**src/rtl/pipe_controller_if.sv**
```systemverilog
// ID-stage inputs and registered ID/EX control outputs of the pipeline controller.
// The core drives through the master modport; the controller implements the slave modport.
interface pipe_controller_if #(
   parameter int REG_AW = 4
) ();
   logic              id_valid;
   logic [3:0]        id_opcode;
   logic [REG_AW-1:0] id_rd;
   logic [REG_AW-1:0] id_rs;
   logic [REG_AW-1:0] id_rt;
   logic              flush;
   logic              stall;
   logic              ex_valid;
   logic              ex_reg_dst;
   logic              ex_branch;
   logic              ex_mem_read;
   logic              ex_mem_to_reg;
   logic              ex_mem_write;
   logic              ex_alu_src;
   logic              ex_reg_write;
   logic              ex_jal;
   logic              ex_jr;
   logic [3:0]        ex_opcode;
   logic [REG_AW-1:0] ex_rd;
   logic              halted;

   modport master (
      output id_valid, id_opcode, id_rd, id_rs, id_rt, flush,
      input  stall, ex_valid, ex_reg_dst, ex_branch, ex_mem_read, ex_mem_to_reg,
             ex_mem_write, ex_alu_src, ex_reg_write, ex_jal, ex_jr, ex_opcode, ex_rd, halted
   );

   modport slave (
      input  id_valid, id_opcode, id_rd, id_rs, id_rt, flush,
      output stall, ex_valid, ex_reg_dst, ex_branch, ex_mem_read, ex_mem_to_reg,
             ex_mem_write, ex_alu_src, ex_reg_write, ex_jal, ex_jr, ex_opcode, ex_rd, halted
   );
endinterface

```
**src/rtl/pipe_controller.sv**
```systemverilog
// ID-stage decode into ID/EX control, RAW hazard stall/bubble, flush squash, HLT drain-then-halt.
// Define PIPE_CONTROLLER_FWD_EN when EX/MEM forwarding exists (stall only on load-use).
module pipe_controller #(
   parameter int REG_AW       = 4,
   parameter int DRAIN_CYCLES = 3
) (
   input logic             clk,
   input logic             rst_n,
   pipe_controller_if.slave pc
);
   typedef enum logic [1:0] {RUN, DRAIN, HALTED} state_t;

   typedef struct packed {
      logic reg_dst;
      logic branch;
      logic mem_read;
      logic mem_to_reg;
      logic mem_write;
      logic alu_src;
      logic reg_write;
      logic jal;
      logic jr;
   } ctrl_t;

   localparam logic [7:0] DRAIN_LOAD = 8'(DRAIN_CYCLES - 1);

   state_t            state_q, state_d;
   logic [7:0]        cnt_q, cnt_d;
   logic              ex_valid_q, ex_valid_d;
   ctrl_t             ctrl_q, ctrl_d;
   logic [3:0]        ex_opcode_q, ex_opcode_d;
   logic [REG_AW-1:0] ex_rd_q, ex_rd_d;
   logic              halted_q, halted_d;
   logic              hz, qual, run;

   function automatic ctrl_t decode(input logic [3:0] op);
      ctrl_t c;
      c = '0;
      case (op)
         4'h8: begin c.mem_read = 1'b1; c.mem_to_reg = 1'b1; c.alu_src = 1'b1; c.reg_write = 1'b1; end
         4'h9: begin c.mem_write = 1'b1; c.alu_src = 1'b1; end
         4'hA: begin c.reg_dst = 1'b1; c.alu_src = 1'b1; c.reg_write = 1'b1; end
         4'hB: begin c.reg_dst = 1'b1; c.reg_write = 1'b1; end
         4'hC: c.branch = 1'b1;
         4'hD: begin c.jal = 1'b1; c.reg_write = 1'b1; end
         4'hE: c.jr = 1'b1;
         4'hF: c = '0;
         default: begin c.reg_dst = 1'b1; c.reg_write = 1'b1; end
      endcase
      return c;
   endfunction

`ifdef PIPE_CONTROLLER_FWD_EN
   assign qual = ctrl_q.mem_read;
`else
   assign qual = ctrl_q.reg_write;
`endif

   // Both source fields are compared for every opcode; r0 never carries a dependency.
   assign hz  = pc.id_valid & ex_valid_q & (ex_rd_q != '0) &
                ((ex_rd_q == pc.id_rs) | (ex_rd_q == pc.id_rt)) & qual;
   assign run = (state_q == RUN);
   assign pc.stall = ~run | (hz & ~pc.flush);

   always_comb begin
      state_d     = state_q;
      cnt_d       = cnt_q;
      halted_d    = halted_q | (state_q == HALTED);
      ex_valid_d  = 1'b0;
      ctrl_d      = '0;
      ex_opcode_d = '0;
      ex_rd_d     = '0;
      case (state_q)
         RUN: begin
            if (pc.id_valid && pc.id_opcode == 4'hF && !pc.flush && !hz) begin
               state_d = DRAIN;
               cnt_d   = DRAIN_LOAD;
            end
         end
         DRAIN: begin
            if (cnt_q == 8'd0) state_d = HALTED;
            else               cnt_d   = cnt_q - 8'd1;
         end
         HALTED:  state_d = HALTED;
         default: state_d = RUN;
      endcase
      // HLT takes this path too: it decodes to all-zero controls with ex_valid set.
      if (!pc.flush && run && !hz && pc.id_valid) begin
         ex_valid_d  = 1'b1;
         ctrl_d      = decode(pc.id_opcode);
         ex_opcode_d = pc.id_opcode;
         ex_rd_d     = pc.id_rd;
      end
   end

   always_ff @(posedge clk) begin
      if (!rst_n) begin
         state_q     <= RUN;
         cnt_q       <= 8'd0;
         ex_valid_q  <= 1'b0;
         ctrl_q      <= '0;
         ex_opcode_q <= '0;
         ex_rd_q     <= '0;
         halted_q    <= 1'b0;
      end else begin
         state_q     <= state_d;
         cnt_q       <= cnt_d;
         ex_valid_q  <= ex_valid_d;
         ctrl_q      <= ctrl_d;
         ex_opcode_q <= ex_opcode_d;
         ex_rd_q     <= ex_rd_d;
         halted_q    <= halted_d;
      end
   end

   assign pc.ex_valid      = ex_valid_q;
   assign pc.ex_reg_dst    = ctrl_q.reg_dst;
   assign pc.ex_branch     = ctrl_q.branch;
   assign pc.ex_mem_read   = ctrl_q.mem_read;
   assign pc.ex_mem_to_reg = ctrl_q.mem_to_reg;
   assign pc.ex_mem_write  = ctrl_q.mem_write;
   assign pc.ex_alu_src    = ctrl_q.alu_src;
   assign pc.ex_reg_write  = ctrl_q.reg_write;
   assign pc.ex_jal        = ctrl_q.jal;
   assign pc.ex_jr         = ctrl_q.jr;
   assign pc.ex_opcode     = ex_opcode_q;
   assign pc.ex_rd         = ex_rd_q;
   assign pc.halted        = halted_q;
endmodule

```
**src/flat_wrapper.sv**
```systemverilog
// flat-port wrapper written by rule: the top's interface ports become plain ports
module pipe_controller_flat 
#(
   parameter int REG_AW       = 4,
   parameter int DRAIN_CYCLES = 3
)
  (clk, rst_n, pc_id_valid, pc_id_opcode, pc_id_rd, pc_id_rs, pc_id_rt, pc_flush, pc_stall, pc_ex_valid, pc_ex_reg_dst, pc_ex_branch, pc_ex_mem_read, pc_ex_mem_to_reg, pc_ex_mem_write, pc_ex_alu_src, pc_ex_reg_write, pc_ex_jal, pc_ex_jr, pc_ex_opcode, pc_ex_rd, pc_halted);
  pipe_controller_if #(.REG_AW(REG_AW)) pc_i ();
  input logic clk;
  input logic rst_n;
  input wire logic [$bits(pc_i.id_valid)-1:0] pc_id_valid;
  input wire logic [$bits(pc_i.id_opcode)-1:0] pc_id_opcode;
  input wire logic [$bits(pc_i.id_rd)-1:0] pc_id_rd;
  input wire logic [$bits(pc_i.id_rs)-1:0] pc_id_rs;
  input wire logic [$bits(pc_i.id_rt)-1:0] pc_id_rt;
  input wire logic [$bits(pc_i.flush)-1:0] pc_flush;
  output wire logic [$bits(pc_i.stall)-1:0] pc_stall;
  output wire logic [$bits(pc_i.ex_valid)-1:0] pc_ex_valid;
  output wire logic [$bits(pc_i.ex_reg_dst)-1:0] pc_ex_reg_dst;
  output wire logic [$bits(pc_i.ex_branch)-1:0] pc_ex_branch;
  output wire logic [$bits(pc_i.ex_mem_read)-1:0] pc_ex_mem_read;
  output wire logic [$bits(pc_i.ex_mem_to_reg)-1:0] pc_ex_mem_to_reg;
  output wire logic [$bits(pc_i.ex_mem_write)-1:0] pc_ex_mem_write;
  output wire logic [$bits(pc_i.ex_alu_src)-1:0] pc_ex_alu_src;
  output wire logic [$bits(pc_i.ex_reg_write)-1:0] pc_ex_reg_write;
  output wire logic [$bits(pc_i.ex_jal)-1:0] pc_ex_jal;
  output wire logic [$bits(pc_i.ex_jr)-1:0] pc_ex_jr;
  output wire logic [$bits(pc_i.ex_opcode)-1:0] pc_ex_opcode;
  output wire logic [$bits(pc_i.ex_rd)-1:0] pc_ex_rd;
  output wire logic [$bits(pc_i.halted)-1:0] pc_halted;
  assign pc_i.id_valid = pc_id_valid;
  assign pc_i.id_opcode = pc_id_opcode;
  assign pc_i.id_rd = pc_id_rd;
  assign pc_i.id_rs = pc_id_rs;
  assign pc_i.id_rt = pc_id_rt;
  assign pc_i.flush = pc_flush;
  assign pc_stall = pc_i.stall;
  assign pc_ex_valid = pc_i.ex_valid;
  assign pc_ex_reg_dst = pc_i.ex_reg_dst;
  assign pc_ex_branch = pc_i.ex_branch;
  assign pc_ex_mem_read = pc_i.ex_mem_read;
  assign pc_ex_mem_to_reg = pc_i.ex_mem_to_reg;
  assign pc_ex_mem_write = pc_i.ex_mem_write;
  assign pc_ex_alu_src = pc_i.ex_alu_src;
  assign pc_ex_reg_write = pc_i.ex_reg_write;
  assign pc_ex_jal = pc_i.ex_jal;
  assign pc_ex_jr = pc_i.ex_jr;
  assign pc_ex_opcode = pc_i.ex_opcode;
  assign pc_ex_rd = pc_i.ex_rd;
  assign pc_halted = pc_i.halted;
  pipe_controller #(.REG_AW(REG_AW), .DRAIN_CYCLES(DRAIN_CYCLES)) u_core (.clk(clk), .rst_n(rst_n), .pc(pc_i));
endmodule
```
**config.mk**
```make
export PLATFORM = sky130hd
export DESIGN_NAME = pipe_controller_flat
export DESIGN_NICKNAME = d
export VERILOG_FILES = /design/src/rtl/pipe_controller_if.sv /design/src/rtl/pipe_controller.sv /design/src/flat_wrapper.sv
export SDC_FILE = /design/constraint.sdc
export NUM_CORES = 1
export LEC_CHECK = 0
export CORE_MARGIN = 5
export CORE_UTILIZATION = 25
export CTS_BUF_LIST = sky130_fd_sc_hd__clkbuf_8
export CTS_CLUSTER_SIZE = 16
export DETAILED_ROUTE_END_ITERATION = 8
export GPL_ROUTABILITY_DRIVEN = 0
export PLACE_DENSITY = 0.51
export SYNTH_ARGS = -nofsm -noshare
export SYNTH_HDL_FRONTEND = slang
export SYNTH_SLANG_ARGS = --single-unit
export TNS_END_PERCENT = 50
```
**constraint.sdc**
```tcl
create_clock -name clk -period 2.2 [get_ports clk]
set_input_delay 0.44 -clock clk [delete_from_list [all_inputs] [get_ports clk]]
set_output_delay 0.44 -clock clk [all_outputs]
set_load 0.02 [all_outputs]
```
==> reports/qor.txt <==
SYNTHESIS
--------------------------------------------------------------------------------------
Count of flip-flops with a built-in enable after synthesis                           0
Biggest area consumer among synthesized cells                             sky130_fd_sc_hd__dfxtp_1
Top cells by instance count after synthesis                               sky130_fd_sc_hd__dfxtp_1 (28), sky130_fd_sc_hd__nand2_1 (15), sky130_fd_sc_hd__and2_1 (9)
Distinct cells, synth                                                               42
Cell area after synthesis                                                 0.00135 mm^2
Leading register cell type out of synthesis                               sky130_fd_sc_hd__dfxtp_1
Number of register bits inferred by synthesis                                       28
Count of mapped cells out of synthesis                                             146
Count of yosys warnings during synthesis                                             0
Largest cells by area after synthesis                                     sky130_fd_sc_hd__dfxtp_1 (42%), sky130_fd_sc_hd__ha_1 (5.6%), sky130_fd_sc_hd__xor2_1 (5.2%)
Top-count cell post-synth                                                 sky130_fd_sc_hd__dfxtp_1
Post-synthesis area per instance                                             9.23 um^2
Net count of the mapped netlist                                                    172
Portion of the post-synthesis area used by sequential elements                   0.416
Share of flip-flops with an asynchronous set or reset after synthesis                0
Top-area cell type share of the netlist area                                     0.416

STA
--------------------------------------------------------------------------------------
Unrepaired setup endpoints after global routing                                    yes
Tmin final                                                                     2.14 ns
TNS Setup                                                                         0 ns
Number of failing hold endpoints at the final stage                                  0
Max Slew Vio Count                                                                   0
Actual slew at the worst max-slew pin                                         0.561 ns
Worst hold slack after final layout                                           0.478 ns
Maximum achievable frequency                                                   467 MHz
Ratio of final minimum period to clock period                                    0.972
Setup Viol. Count Final                                                              0
Skew final                                                                  0.00325 ns
Max-slew headroom at the worst pin                                               0.623

HOLD PATH
--------------------------------------------------------------------------------------
WHS Path Cells                                                                       2
Capture endpoint of the worst hold path                                   u_core.pc.halted
Hold path start                                                           u_core.pc.halted
Class of the most critical hold timing path                               flip-flop to flip-flop

FLOORPLAN
--------------------------------------------------------------------------------------
Floorplan core area                                                       0.00517 mm^2
Height of the die                                                              83.4 um
Row Count                                                                           26
Die Wd                                                                         83.4 um
Die Footprint                                                             0.00696 mm^2
Top Ports                                                                           40
Initial standard-cell utilization of the core                                    0.261

GLOBAL ROUTING
--------------------------------------------------------------------------------------
GR met1 Demand/Resource                                                          0.132
Pin count of the biggest net entering global routing                                17
Wire length of the first global-routing pass                                   6.01 mm
Most Crowded Layer GR                                                             met2
Aggregate global routing overflow                                                    0
Met2 track demand over resource in global routing                                0.173
Met3 Use GR                                                                     0.0317
Number of global-route vias before repair                                        1,328
Initial antenna violation count                                                      0
Global router's overall resource usage                                           0.104

CRITICAL PATH
--------------------------------------------------------------------------------------
Cells along the critical path                                             clkdlybuf4s50_1, xor2_1, nor4_2, o21ai_1, o21ai_1, buf_4
Critical path capture point type                                          primary output
Top cell by count, worst path                                             sky130_fd_sc_hd__o21ai_1
Destination of the worst register-to-register timing path                 u_core.cnt_q[7]
Reg-to-reg slack, setup                                                        0.28 ns
Setup crit start kind                                                     primary input
Reg-to-Reg Start                                                          u_core.state_q[1]
Critical setup path kind                                                  primary input to primary output
Highest net fanout along the worst path                                              2
Critical path required time                                                    1.76 ns
Maximum cell stage delay along the critical path                               0.42 ns
Critical path data arrival time                                                1.70 ns
Number of cell instances on the worst register-to-register path                      7
Library cell contributing the largest single delay on the critical path   sky130_fd_sc_hd__clkdlybuf4s50_1

POWER
--------------------------------------------------------------------------------------
Portion of total power attributed to sequential cells                            0.347
Largest voltage drop on the vdd net                                             439 uV
Clock network power share                                                        0.250
Switching part of the total power                                                0.342
Combinational group share of total power                                         0.404
Internal power                                                               0.00109 W
P_leak                                                                        0.813 nW
Switching power summed over all nets                                        0.000566 W
Cell Pwr Density                                                           815 mW/mm^2

CLOCK NETWORK
--------------------------------------------------------------------------------------
Clock H-tree levels                                                                  1
Root buf cell                                                             sky130_fd_sc_hd__clkbuf_8
CTS tree                                                                           yes
Clock latency on the worst-skew pair                                           0.28 ns
# Post-CTS Setup Buffers                                                             0
Max Buffers Root-to-Sink                                                             2
Clock-pin slew of the registers on the worst-case setup and hold paths         0.10 ns
Clock Sinks                                                                         28
Num CTS Buffers                                                                      3

FINISH
--------------------------------------------------------------------------------------
Sequential Area                                                               561 um^2
Ratio of cells with drive above 1 in the final layout                            0.179
Final std cell area, no fill                                              0.00203 mm^2
Antenna cells                                                                        0
Flip-flop count of the largest register after layout                                 8
Fill count                                                                         514
Reg with most FFs                                                         u_core.cnt_q
Layout-stage area growth over the synthesis result                               50.6%
Multi-input combinational cell area                                           738 um^2
Number of nets in the layout                                                       234

PLACE
--------------------------------------------------------------------------------------
HPWL after detailed placement                                                  2.78 mm
Placed cell area                                                          0.00196 mm^2
Port Buf Inserts                                                                    39

DETAILED ROUTING
--------------------------------------------------------------------------------------
Via count                                                                        1,231
Length of the first detailed-routing pass in iterations                              4
DRC violation count after routing                                                    0
Antenna Violating Nets Remaining                                                     0
Wire length after detailed routing                                             3.50 mm
Iter 0 DRT Violations                                                               66
Average routed wire per standard cell                                          12.6 um
Via/cell ratio                                                                    4.44

RUN
--------------------------------------------------------------------------------------
Max-cap violation count                                                              0

STATUS
--------------------------------------------------------------------------------------
Run status                                                                   completed

==> power by group through the flow <==
stage / registers [W] / logic (W) / clock network, W
2_1_floorplan: 0.000601 / 0.000385 / 0
3_3_place_gp: 0.000585 / 0.000659 / 0
3_5_place_dp: 0.000586 / 0.000667 / 0
4_1_cts: 0.000575 / 0.000667 / 0.000431
5_1_grt: 0.000581 / 0.000734 / 0.000456
6_report: 0.000574 / 0.000668 / 0.000413
==> through the flow <==
step | cells | total power, W | setup slack (ns) | utilization
after global placement | 273 | 0.00124 | -0.593 | 0.379
after global routing | 277 | 0.00177 | -0.0234 | 0.392
final | 277 | 0.00165 | 0.0609 | 0.392
after floorplan | 146 | 0.000986 | 0.143 | -
after CTS | 277 | 0.00167 | 0.0149 | 0.391
after detailed placement | 273 | 0.00125 | -0.630 | 0.379
==> metal layers <==
layer | up-vias | wire length (um)
li1 | 645 | -
met1 | 548 | 1660
met2 | 36 | 1620
met3 | 2 | 185
met4 | 0 | 36
met5 | - | 0
==> worst max path at each step <==
stage / start / end / slack (ns)
floorplan: u_core.pc.ex_rd[1] / pc_stall / 0.14
global placement: pc_id_rs[1] / pc_stall / -0.59
detailed placement: pc_id_rs[1] / pc_stall / -0.63
CTS: pc_id_rs[1] / pc_stall / 0.01
global route: pc_id_rt[1] / pc_stall / -0.02
finish: pc_id_rs[1] / pc_stall / 0.06
==> what timing repair did <==
item	CTS	global route
pin swaps	4	0
endpoints found under the setup margin	1	2
gates resized for setup	13	1
hold endpoints to repair	0	0
cloned	0	0
hold buffers	0	0
==> worst max-delay path, delay by kind of cell <==
family / cells / cell delay (ns)
XOR/XNOR: 1 / 0.15
AND/OR/NAND/NOR: 1 / 0.21
buffers and inverters: 2 / 0.58
AO/OA/AOI/OAI: 2 / 0.31
==> area by class of cell <==
type,instances,share of cell area
multi-input cells,107,0.364
flip-flops and latches,28,0.276
repair buffers,61,0.269
well taps,70,0.0432
clock buffers,3,0.0203
clock inverters,1,0.0148
inverters,7,0.0129
==> cells in the final DEF (no fill, tap or decap), drive strengths merged, types with 2 or more instances in the layout <==
master         netlist  routed
inv                  7       7
and2                10      10
nand4                2       2
xor2                 8       8
a21oi                5       5
a31oi                2       2
dlygate4sd2          0       6
ha                   6       6
nand2b               6       6
nor3                 8       8
clkdlybuf4s50        0      32
dfxtp               28      28
nor2b                2       2
buf                  2      23
mux2i                2       2
nor2                 5       5
a41o                 3       3
nor4                 8       8
a41oi                2       2
nand3                4       4
o21ai                5       5
clkbuf               1       3
nand2               15      15
==> cells by family (layout without fill, tap and decap cells) <==
logic type,after synthesis,in the layout,share of synthesized area
xor gates and xnor gates,9,9,0.0585
and+or+nand+nor,61,61,0.252
adders and majority gates,6,6,0.0557
DFF,28,28,0.416
buffers and inverters,11,72,0.0408
muxes,2,2,0.0149
AOI/OAI and AO/OA,29,29,0.162
(Power assumes the default switching activity.)
